<file path="config.mk">
export PLATFORM = sky130hd
export DESIGN_NAME = alt_vipcti131_common_xfer_sched
export DESIGN_NICKNAME = d
export VERILOG_FILES = /design/src/rtl/alt_vipcti131_common_pkg.sv /design/src/rtl/alt_vipcti131_common_sync.sv /design/src/rtl/alt_vipcti131_common_xfer_sched.sv
export SDC_FILE = /design/constraint.sdc
export NUM_CORES = 1
export LEC_CHECK = 0
export CAP_MARGIN = 20
export CORE_MARGIN = 2
export CORE_UTILIZATION = 40
export CTS_BUF_LIST = sky130_fd_sc_hd__clkbuf_4 sky130_fd_sc_hd__clkbuf_8 sky130_fd_sc_hd__clkbuf_16
export DETAILED_ROUTE_END_ITERATION = 10
export GPL_TIMING_DRIVEN = 0
export MAX_ROUTING_LAYER = met4
export PLACE_DENSITY_LB_ADDON = 0.3
export SLEW_MARGIN = 20
export SYNTH_ARGS = -nofsm -noshare
export SYNTH_HDL_FRONTEND = slang
export SYNTH_SLANG_ARGS = --single-unit
</file>
<file path="constraint.sdc">
create_clock -name clk -period 1.7 [get_ports clk]
set_clock_uncertainty 0.2 [all_clocks]
set_input_delay 0.34 -clock clk [delete_from_list [all_inputs] [get_ports clk]]
set_output_delay 0.34 -clock clk [all_outputs]
set_load 0.01 [all_outputs]
</file>
<file path="src/rtl/alt_vipcti131_common_pkg.sv">
// Shared definitions for the vipcti131 common blocks: transfer scheduler state
// encoding and a clog2 helper that never returns a zero width.
package alt_vipcti131_common_pkg;

  typedef enum logic [1:0] {
    StIdle    = 2'd0,
    StWaitAck = 2'd1,
    StHoldoff = 2'd2
  } xfer_state_e;

  // Minimum of 1 so a select/counter port never collapses to zero bits.
  function automatic int unsigned clog2_min1(input int unsigned n);
    return (n < 2) ? 32'd1 : 32'($clog2(n));
  endfunction

  localparam int unsigned MaxReq     = 8;
  localparam int unsigned MaxReqSelW = clog2_min1(MaxReq);

endpackage

</file>
<file path="src/rtl/alt_vipcti131_common_sync.sv">
// Common level synchroniser: two flops into sync_clock, or a plain wire when
// the source already lives in that clock domain.
module alt_vipcti131_common_sync #(
  parameter int unsigned CLOCKS_ARE_SAME = 0,
  parameter int unsigned WIDTH           = 1
) (
  input  logic             rst,
  input  logic             sync_clock,
  input  logic [WIDTH-1:0] data_in,
  output logic [WIDTH-1:0] data_out
);

  if (CLOCKS_ARE_SAME != 0) begin : g_bypass
    logic unused_ports;
    assign unused_ports = ^{rst, sync_clock};
    assign data_out     = data_in;
  end else begin : g_sync
    logic [WIDTH-1:0] meta_q;
    logic [WIDTH-1:0] sync_q;

    always_ff @(posedge sync_clock or posedge rst) begin
      if (rst) begin
        meta_q <= '0;
        sync_q <= '0;
      end else begin
        meta_q <= data_in;
        sync_q <= meta_q;
      end
    end

    assign data_out = sync_q;
  end

endmodule

</file>
<file path="src/rtl/alt_vipcti131_common_xfer_sched.sv">
// Round-robin scheduler that hands one requester's payload at a time to a far
// clock domain using a toggle request / toggle acknowledge handshake.
module alt_vipcti131_common_xfer_sched
  import alt_vipcti131_common_pkg::*;
#(
  parameter int unsigned NUM_REQ        = 2,
  parameter int unsigned WIDTH          = 16,
  parameter int unsigned ACK_SAME_CLOCK = 0,
  parameter int unsigned TIMEOUT        = 1023,
  localparam int unsigned SelW          = clog2_min1(NUM_REQ)
) (
  input  logic                     clk,
  input  logic                     rst_n,
  input  logic [NUM_REQ-1:0]       req_valid,
  input  logic [NUM_REQ*WIDTH-1:0] req_data,
  output logic [NUM_REQ-1:0]       req_ready,
  output logic [WIDTH-1:0]         xfer_data,
  output logic [SelW-1:0]          xfer_sel,
  output logic                     xfer_toggle,
  input  logic                     ack_toggle,
  output logic                     busy,
  output logic                     err_timeout,
  input  logic                     clr_err
);

  localparam int unsigned CntW = (TIMEOUT > 0) ? clog2_min1(TIMEOUT + 1) : 1;
  localparam logic [CntW-1:0] CntMax  = CntW'(TIMEOUT);
  localparam logic [CntW-1:0] CntLast = CntW'(TIMEOUT - 1);

  xfer_state_e      state_q, state_d;
  logic [SelW-1:0]  last_grant_q;
  logic [SelW-1:0]  sel_q;
  logic [WIDTH-1:0] data_q;
  logic             tog_q;
  logic [CntW-1:0]  cnt_q, cnt_d;
  logic             err_q, err_d;
  logic             err_set;
  logic             load;
  logic             ack_s;
  logic             grant_vld;
  logic [SelW-1:0]  grant_idx;
  logic [SelW-1:0]  idx;

  alt_vipcti131_common_sync #(
    .CLOCKS_ARE_SAME(ACK_SAME_CLOCK),
    .WIDTH          (1)
  ) u_ack_sync (
    .rst       (~rst_n),
    .sync_clock(clk),
    .data_in   (ack_toggle),
    .data_out  (ack_s)
  );

  // Search starts one past the previous winner so every requester gets a turn.
  always_comb begin
    grant_vld = 1'b0;
    grant_idx = '0;
    idx       = '0;
    for (int unsigned k = 1; k <= NUM_REQ; k++) begin
      idx = SelW'((32'(last_grant_q) + k) % NUM_REQ);
      if (!grant_vld && req_valid[idx]) begin
        grant_vld = 1'b1;
        grant_idx = idx;
      end
    end
  end

  always_comb begin
    state_d = state_q;
    cnt_d   = cnt_q;
    load    = 1'b0;
    err_set = 1'b0;
    unique case (state_q)
      StIdle: begin
        if (grant_vld) begin
          state_d = StWaitAck;
          load    = 1'b1;
        end
      end
      StWaitAck: begin
        if (ack_s == tog_q) state_d = StHoldoff;
        if (cnt_q != CntMax) cnt_d = cnt_q + 1'b1;
        if (TIMEOUT != 0 && cnt_q == CntLast) err_set = 1'b1;
      end
      StHoldoff: state_d = StIdle;
      default:   state_d = StIdle;
    endcase
    if (load) cnt_d = '0;
    // A timeout landing in the same cycle as a clear must stay visible.
    err_d = err_set | (err_q & ~clr_err);
  end

  always_ff @(posedge clk or negedge rst_n) begin
    if (!rst_n) begin
      state_q      <= StIdle;
      last_grant_q <= SelW'(NUM_REQ - 1);
      sel_q        <= '0;
      data_q       <= '0;
      tog_q        <= 1'b0;
      cnt_q        <= '0;
      err_q        <= 1'b0;
    end else begin
      state_q <= state_d;
      cnt_q   <= cnt_d;
      err_q   <= err_d;
      if (load) begin
        data_q       <= req_data[32'(grant_idx)*WIDTH +: WIDTH];
        sel_q        <= grant_idx;
        last_grant_q <= grant_idx;
        tog_q        <= ~tog_q;
      end
    end
  end

  // Gated by rst_n so the accept pulse also drops asynchronously.
  always_comb begin
    req_ready = '0;
    if (rst_n && state_q == StIdle && grant_vld) req_ready[grant_idx] = 1'b1;
  end

  assign xfer_data   = data_q;
  assign xfer_sel    = sel_q;
  assign xfer_toggle = tog_q;
  assign busy        = (state_q != StIdle);
  assign err_timeout = err_q;

endmodule
</file>
Word level (Yosys, flattened, before mapping) --
Cells that the tools add are included.
Cells by class: bitwise gates (word level) 4, equality and inequality tests 6, add/subtract/negate cells 3, shift operators 1, multiplexer cells 21, reduce and logical (&&, ||, !) cells 11, magnitude comparators 4
Operator list (count):
- variable part select 32 x 6 -> 16 bit | 1
- 2-to-1 mux 10 bit | 3
- 2-to-1 mux 1 bit | 13
- adder 10 x 1 -> 10 bit, second input constant | 1
- equality test 10 bit, second input constant | 1
- != test 10 bit, second input constant | 1
- less-than comparator 1 x 2 -> 1 bit, second input constant | 3
- 2-to-1 mux 2 bit | 3
- nonzero test 2 bit | 3
- logical AND 1 bit | 4
- != test 2 bit, second input constant | 2
- one-hot mux 2 bit (2 select lines) | 1
- AND reduction 2 bit | 2
- adder 1 bit, second input constant | 2
- equality test 2 x 1 -> 1 bit, second input constant | 1
- logical NOT 2 bit | 1
- NOT 1 bit | 2
- AND 1 bit | 1
- demux 1 bit (select 1 bit) | 1
- equality test 1 bit | 1
- >= comparator 1 bit, second input constant | 1
- logical NOT 1 bit | 1
- bitwise OR 1 bit | 1
Storage, ports and cells: logic and storage cells 59, output and inout bits 22, input bits 38, flip-flop bits (word level) 34

Longest topological paths before layout --
Gate-level depths: netlist (run 1).
depth after elaboration 12, mapped depth 6, mapped depth without buffers 5

Modules after synthesis --
A second synthesis (run 1) with hierarchy kept.
Unflattened totals: cell total of the unflattened synthesis 156, area, all modules 1607.8 um^2
By module, submodules not included:
- alt_vipcti131_common_xfer_sched | cells an instance 153, sequential area each 802.0 um^2, area each 1554.0 um^2, times used 1
- alt_vipcti131_common_sync | cells an instance 3, sequential area each 50.0 um^2, area each 53.8 um^2, times used 1

Worst setup path after synthesis (run 1) --
Ideal clock, no wire load.
kind register to output, start point register state_q[0], end point output req_ready[0], data arrival time 1383 ps, buffers on the path 2, data required time 1160 ps, setup slack -223 ps, cell stages (with the launch flop) 6, cell sequence dfrtp_1 > nor2_1 > o21ai_1 > buf_2 > buf_6 > nor3b_1
Between the ends: longest elaborated chain between the ends 4
Ends and longest elaborated chain:
- start, declared | line alt_vipcti131_common_xfer_sched.sv:30 | xfer_state_e state_q, state_d;
- start signal, assigned | line alt_vipcti131_common_xfer_sched.sv:95 | state_q <= StIdle;
- start signal, assigned | line alt_vipcti131_common_xfer_sched.sv:103 | state_q <= state_d;
- logical NOT 2 bit | line alt_vipcti131_common_xfer_sched.sv:118 | if (rst_n && state_q == StIdle && grant_vld) req_ready[grant_idx] = 1'b1;
- logical AND 1 bit (2 in series) | line alt_vipcti131_common_xfer_sched.sv:118
- 2-to-1 mux 2 bit | line alt_vipcti131_common_xfer_sched.sv:118
- end, declared | line alt_vipcti131_common_xfer_sched.sv:16 | output logic [NUM_REQ-1:0] req_ready,
Every way passes these cells.

Final worst setup path (run 1) --
start point register state_q[1], end point output req_ready[0]
Same word-level chain as after synthesis.

==> results of run 1 <==
==> Yosys cell counts <==
cell type	n
dfrtp_1	33
nand2_1	23
mux2i_1	20
o21ai_0	19
nor2_1	11
inv_1	6
a21oi_1	4
nand3_1	4
and3_1	3
xnor2_1	3
a31oi_1	2
buf_2	2
buf_6	2
ha_1	2
nand4_1	2
xor2_1	2
a2111oi_4	1
a211oi_1	1
a21boi_1	1
a22o_1	1
and3b_1	1
and4_1	1
and4b_1	1
buf_4	1
clkbuf_1	1
dfstp_2	1
nand2b_1	1
nand3b_1	1
nor2b_1	1
nor3_1	1
nor3b_1	1
o21ai_1	1
o311ai_1	1
o311ai_2	1
or3_1	1
==> kinds of logic (layout without fill, tap and decap cells) <==
group	Yosys count	after routing	synth area share, %
AO/OA/AOI/OAI	32	32	12.73
flip-flops	34	34	51.91
multiplexers	20	20	12.20
XOR/XNOR	5	5	2.668
adder cells (fa/ha/maj)	2	2	1.524
buffers and inverters	12	97	4.039
AND/OR/NAND/NOR	52	52	14.94
==> what timing repair did <==
item / CTS / global route
buffers inserted: 9 / 8
endpoints found under the setup margin: 29 / 15
gates cloned: 0 / 0
endpoints found under the hold margin: 19 / 0
hold buffers: 4 / 0
gates resized for setup: 44 / 11
pin swaps: 3 / 7
==> registers in the layout, summed over array words and instances, names as in the netlist <==
name,cells
cnt_q,10
err_timeout,1
last_grant_q,1
state_q,2
u_ack_sync.data_out,1
u_ack_sync.g_sync.meta_q,1
xfer_data,16
xfer_sel,1
xfer_toggle,1
==> final cells by class <==
type,count,area (um2)
clock inverters,1,5.005
fillers,327,1395
inverters,6,22.52
clock buffers,7,90.09
multi-input cells,111,792.0
plain buffers,3,20.02
flip-flops and latches,34,854.6
well taps,50,62.56
repair buffers,80,729.5
==> metrics by stage <==
step	utilization, %	setup TNS [ns]	power (uW)	worst slack [ns]	hold slack [ns]
2_1_floorplan	-	0	2123	0.004325	-0.1556
3_3_place_gp	58.25	-31.46	2868	-1.715	0.1360
3_5_place_dp	58.63	-7.398	2903	-1.024	0.02605
4_1_cts	63.23	-0.5930	3522	-0.2727	0.1528
5_1_grt	64.87	-0.7767	3911	-0.3133	0.1663
6_report	64.87	-0.6168	3642	-0.2542	0.1497
==> routing by layer <==
| metal | track usage, % | routed length, um | vias to the layer above |
|---|---|---|---|
| li1 | - | - | 718 |
| met1 | 22.71 | 1698 | 662 |
| met2 | 30.70 | 1867 | 41 |
| met3 | 5.263 | 201 | 7 |
| met4 | 6.000 | 52 | 0 |
| met5 | - | 0 | - |
==> path summary, 6_finish.rpt <==
path                                                 endpoint
worst max-delay path                             req_ready[0]
worst min-delay path            u_ack_sync.data_out$_DFF_PN0_
worst max register to register           cnt_q[7]$_DFFE_PN0P_
worst min register to register  u_ack_sync.data_out$_DFF_PN0_
max in group asynchronous           xfer_data[14]$_DFFE_PN0P_
min in group asynchronous                cnt_q[4]$_DFFE_PN0P_
==> power groups by stage <==
| stage | Clock [uW] | Sequential [uW] | Combinational, uW |
|---|---|---|---|
| finish | 623 | 1320 | 1700 |
| global route | 675 | 1360 | 1880 |
| CTS | 638 | 1310 | 1570 |
| detailed placement | 0 | 1340 | 1560 |
| global placement | 0 | 1330 | 1540 |
| floorplan | 0 | 1410 | 711 |
==> critical path: cells and delay by family, from the launching register on <==
family / cells / cell delay [ns]
simple gates: 2 / 0.32
flops: 1 / 0.45
compound gates: 1 / 0.08
buf+inv: 2 / 0.28
==> impl_results.md, run 1 <==
- Root Driver: clkbuf_8
- Hold Path Origin: u_ack_sync.g_sync.meta_q$_DFF_PN0_
- Slowest-stage cell, CP: dfrtp_2
- Final Setup Violations: 3
- Vias: approximately 1400
- Seq pwr share: around 36%
- Final hold viol count: 0
- Initial Util: 41.34%
- Syn_nets: slightly below 200
- Antenna-violating nets left: 0
- Critical path, cell by cell: nor2_4, o21ai_4, buf_6, nor3b_4, buf_2
- Die Wd: a little under 70 um
- Share of cells above drive strength 1: 19.01%
- Register area share after synthesis: between 50% and 60%
- Worst setup path category: flip-flop to output port
- Dpl cells: roughly 270
- DRC: 0
- Crit. Startpoint: state_q[1]$_DFFE_PN0P_
- Max-Slew Margin vs Limit: between 50% and 60%
- Layout area overhead: 56.94%
- Switch Pwr: roughly 1300 uW
- Combinational share of power: 46.8%
- # clock sinks: 34
- Post-Syn Instances: ~160
- Outcome: finished, violations left
- Reg-to-reg setup timing slack: roughly 0.060 ns
- Vias in the first global route: 1441
- Num CTS Buffers: 5
- Largest net degree at the start of global routing: 15
- Nets: about 280
- CTS tree: built
- Most common cell after layout, fill and taps aside: clkdlybuf4s50_1
- Unique masters post-synth: 35
- Core area: 3971 um2
- Tcrit/Tclk final: 115.0%
- Clk_lat worst skew: 0.29 ns
- CP required: ~1.2 ns
- Arr. time, crit path: around 1.4 ns
- Crit. End Element: output port
- Cell Area, Synth: 1642 um2
- WL/cell: around 13 um
- Vias per cell: 4.890
- Yosys top cell area share: 50.30%
- Row cnt: 23
- Final WL: 3820 um
- Synth top area cells: dfrtp_1, mux2i_1, o21ai_0, nand2_1, nor2_1
- Initial antenna violation count: 0
- Most frequent cells in the layout: clkdlybuf4s50_1, dfrtp_1, nand2_1
- Synthesis-stage register bit count: 34
- Clk network pwr share: about 17%
- Num ports: 60
- Max_cap viols: 0
- CP Max Fanout: 6
- Worst hold-check path type: flip-flop to flip-flop
- Mean post-synth cell area: around 10 um2
- Final WS setup: -0.2542 ns
- Final std cells w/o fill: between 200 and 300
- Int Pwr: roughly 2300 uW
- Yosys top cell by area: dfrtp_1
- Worst vdd ir: just under 0.0008 V
- Switching Fraction: 36.28%
- Clk buf depth: 2
- Final HPWL DP: between 2000 and 3000 um
- Least-Margin Pin Slew: 0.6717 ns
- Clk slew on worst S/H paths: 0.06 ns
- RSZ-0062 raised after global routing: yes
- CP startpoint kind: flip-flop
- Design Area, Final: 2576 um2
- Global-route wire length before repair: 6230 um
- Initial DRC count: 42
- Reg2Reg Depth: 5
- Max-slew violation count: 0
- Hold Crit Depth: 0
- Global route overflow: 0
- Placed instance area: 2328 um2
- PwrDens: ~1400 nW/um2
- Port Buffers: 59
- Fmax: 511.7 MHz
- Router iterations before antenna repair: 4
- Final Wtd Congestion: around 0.74
- Violated checks: setup timing
- Slowest Stage Delay on Critical Path: approximately 0.45 ns
- Worst r2r src: state_q[0]$_DFFE_PN0P_
- H-tree Lvls: 2
- Ant. Diodes: 0
- Lkg Pwr: 0.001187 uW
- GRT Overall Usage: about a fifth
- Minimum clock period: approximately 2.0 ns
- Yosys Warn Count: 0
- Die Height: just under 70 um
- Die area: approximately 4600 um2
Note: power is estimated with default switching activity, not from simulation.
==> run 2: changes to the inputs <==
Settings changed: CAP_MARGIN 20 to 25.
==> results of run 2 <==
The final DEF is identical to that of run 1; final timing and power are the same.
==> run 3: changes to the inputs <==
Settings changed: CTS_CLUSTER_DIAMETER set to 80.
Clock period 1.7 ns to 2.15 ns, I/O delays scaled along.
==> run 3 against run 2 <==
Against the previous run: the run now ends clean; final area is 2.6% lower; global-route usage is 0.78 points higher; clock power is 20% lower; register-to-register slack better by 0.28 ns; routed wire length is 3.2% higher; die area stayed put; final cell count is 2.7% lower; power is 20% lower; sequential share of layout area is 0.89 points higher; core utilization is 1.7 points lower; sequential cell count stayed put; critical path type unchanged; largest cell class unchanged; largest power group unchanged.
==> impl_results.md, run 3 (synthesis results as in run 1) <==
- Vias: 1425
- Num ports: 60
- Critical path, cell by cell: nor2_4, o21ai_2, buf_4, buf_6, nor3b_2, buf_2
- Final Wtd Congestion: between 0.8 and 0.9
- Crit. End Element: output port
- Lkg Pwr: 0.001107 uW
- Share of cells above drive strength 1: 14.10%
- Reg-to-reg setup timing slack: 0.34 ns
- WL/cell: 13.89 um
- Row cnt: 23
- Core area: 3971 um2
- Die Wd: a little under 70 um
- Initial antenna violation count: 0
- CTS tree: built
- Initial DRC count: between 80 and 90
- Worst r2r src: state_q[1]$_DFFE_PN0P_
- Clk_lat worst skew: 0.28 ns
- Vias per cell: 5.018
- RSZ-0062 raised after global routing: yes
- Worst vdd ir: around 0.00063 V
- Least-Margin Pin Slew: between 0.4 and 0.5 ns
- Vias in the first global route: 1422
- Tcrit/Tclk final: 98.43%
- Worst setup path category: flip-flop to output port
- CP startpoint kind: flip-flop
- Setup WS pre-CTS: -0.7786 ns
- Global route overflow: 0
- Die Height: 68.06 um
- Slowest-stage cell, CP: dfrtp_2
- Worst hold-check path type: flip-flop to flip-flop
- Initial Util: just over 40%
- Hold Path Origin: u_ack_sync.g_sync.meta_q$_DFF_PN0_
- Num CTS Buffers: 5
- CP Max Fanout: 10
- Hold Crit Depth: 0
- Final hold viol count: 0
- Outcome: completed
- Fmax: ~470 MHz
- Most frequent cells in the layout: clkdlybuf4s50_1, dfrtp_1, nand2_1
- Max-Slew Margin vs Limit: between 60% and 70%
- Final HPWL DP: about 2800 um
- Global-route wire length before repair: 6451 um
- Final Setup Violations: 0
- Clk slew on worst S/H paths: ~0.070 ns
- Minimum clock period: 2.116 ns
- Max_cap viols: 0
- Antenna-violating nets left: 0
- Most common cell after layout, fill and taps aside: clkdlybuf4s50_1
- CP required: 1.52 ns
- Die area: 4632 um2
- Slowest Stage Delay on Critical Path: roughly 0.44 ns
- Layout area overhead: 52.82%
- GRT Overall Usage: ~20%
- Root Driver: clkbuf_8
- Router iterations before antenna repair: 4
- Largest net degree at the start of global routing: 27
- Nets: 273
- Max-slew violation count: 0
- Reg2Reg Depth: 5
- Final WS setup: between 0.03 and 0.04 ns
- Clk buf depth: 2
- Power Total: 2899 uW
- Ant. Diodes: 0
- Hold Path Sink: u_ack_sync.data_out$_DFF_PN0_
- PwrDens: 1156 nW/um2
- H-tree Lvls: 2
- Port Buffers: a little under 60
- Final core utilization: ~63%
- RR Endpoint: cnt_q[7]$_DFFE_PN0P_
- Min Hold Slack: approximately 0.15 ns
- Max reg flops: 16
- # clock sinks: 34
- Final WL: about 4000 um
- DRC: 0
- Arr. time, crit path: ~1.5 ns
[run 3: cell count changes in the layout (fill, tap and decap cells not counted), moves of 2 or more]
| cell | delta |
|---|---|
| clkdlybuf4s50_1 | +19 |
| buf_4 | -7 |
| dlygate4sd2_1 | -18 |
| buf_2 | -2 |
| dlygate4sd3_1 | -2 |
[run 3: worst max-delay path by stage]
stage	startpoint	end	slack, ns	cells past startpoint
2_1_floorplan	state_q[0]$_DFFE_PN0P_	req_ready[0]	0.14	5
3_3_place_gp	rst_n	req_ready[1]	-1.40	3
3_5_place_dp	req_valid[1]	req_ready[1]	-0.78	6
4_1_cts	state_q[1]$_DFFE_PN0P_	req_ready[0]	0.01	6
5_1_grt	state_q[0]$_DFFE_PN0P_	req_ready[0]	-0.03	6
6_report	state_q[0]$_DFFE_PN0P_	req_ready[0]	0.03	6
[run 3: worst max-delay path, delay by kind of cell, from the launching register on]
kind / cells / cell delay (ns)
DFF: 1 / 0.44
buffers and inverters: 3 / 0.42
and+or+nand+nor: 2 / 0.28
AOI/OAI and AO/OA: 1 / 0.07
[run 3: power by group]
group          switching (uW)  internal [uW]  total, uW
logic                     635            716       1350
registers                 170            883       1050
clock network             225            271        496
[run 3: layout make-up]
type	count	area, um2
inverters	6	22.52
plain buffers	6	50.05
clock inverters	1	5.005
fillers	325	1463
multi-input cells	111	743.2
clock buffers	7	90.09
well taps	50	62.56
flip-flops and latches	34	854.6
repair buffers	69	680.7
[run 3: what timing repair did]
item,in CTS,in global routing
setup buffers,4,3
setup endpoints to repair,3,2
hold buffers,3,0
gates resized for setup,21,0
endpoints found under the hold margin,7,0
pin swaps,1,1
[run 3: metrics by stage]
stage | TNS, ns | instances | cell area, um2
3_5_place_dp | -1.860 | 267 | 2310
6_report | 0 | 284 | 2509
4_1_cts | 0 | 282 | 2491
2_1_floorplan | 0 | 157 | 1642
5_1_grt | -0.02681 | 284 | 2509
3_3_place_gp | -12.95 | 266 | 2295
[run 3: layer usage]
| layer | track usage [%] | share of wire, % | vias to the layer above |
|---|---|---|---|
| li1 | - | - | 699 |
| met1 | 23.53 | 43 | 666 |
| met2 | 30.10 | 47 | 52 |
| met3 | 7.566 | 7.7 | 8 |
| met4 | 7.250 | 1.6 | 0 |
| met5 | - | 0 | - |
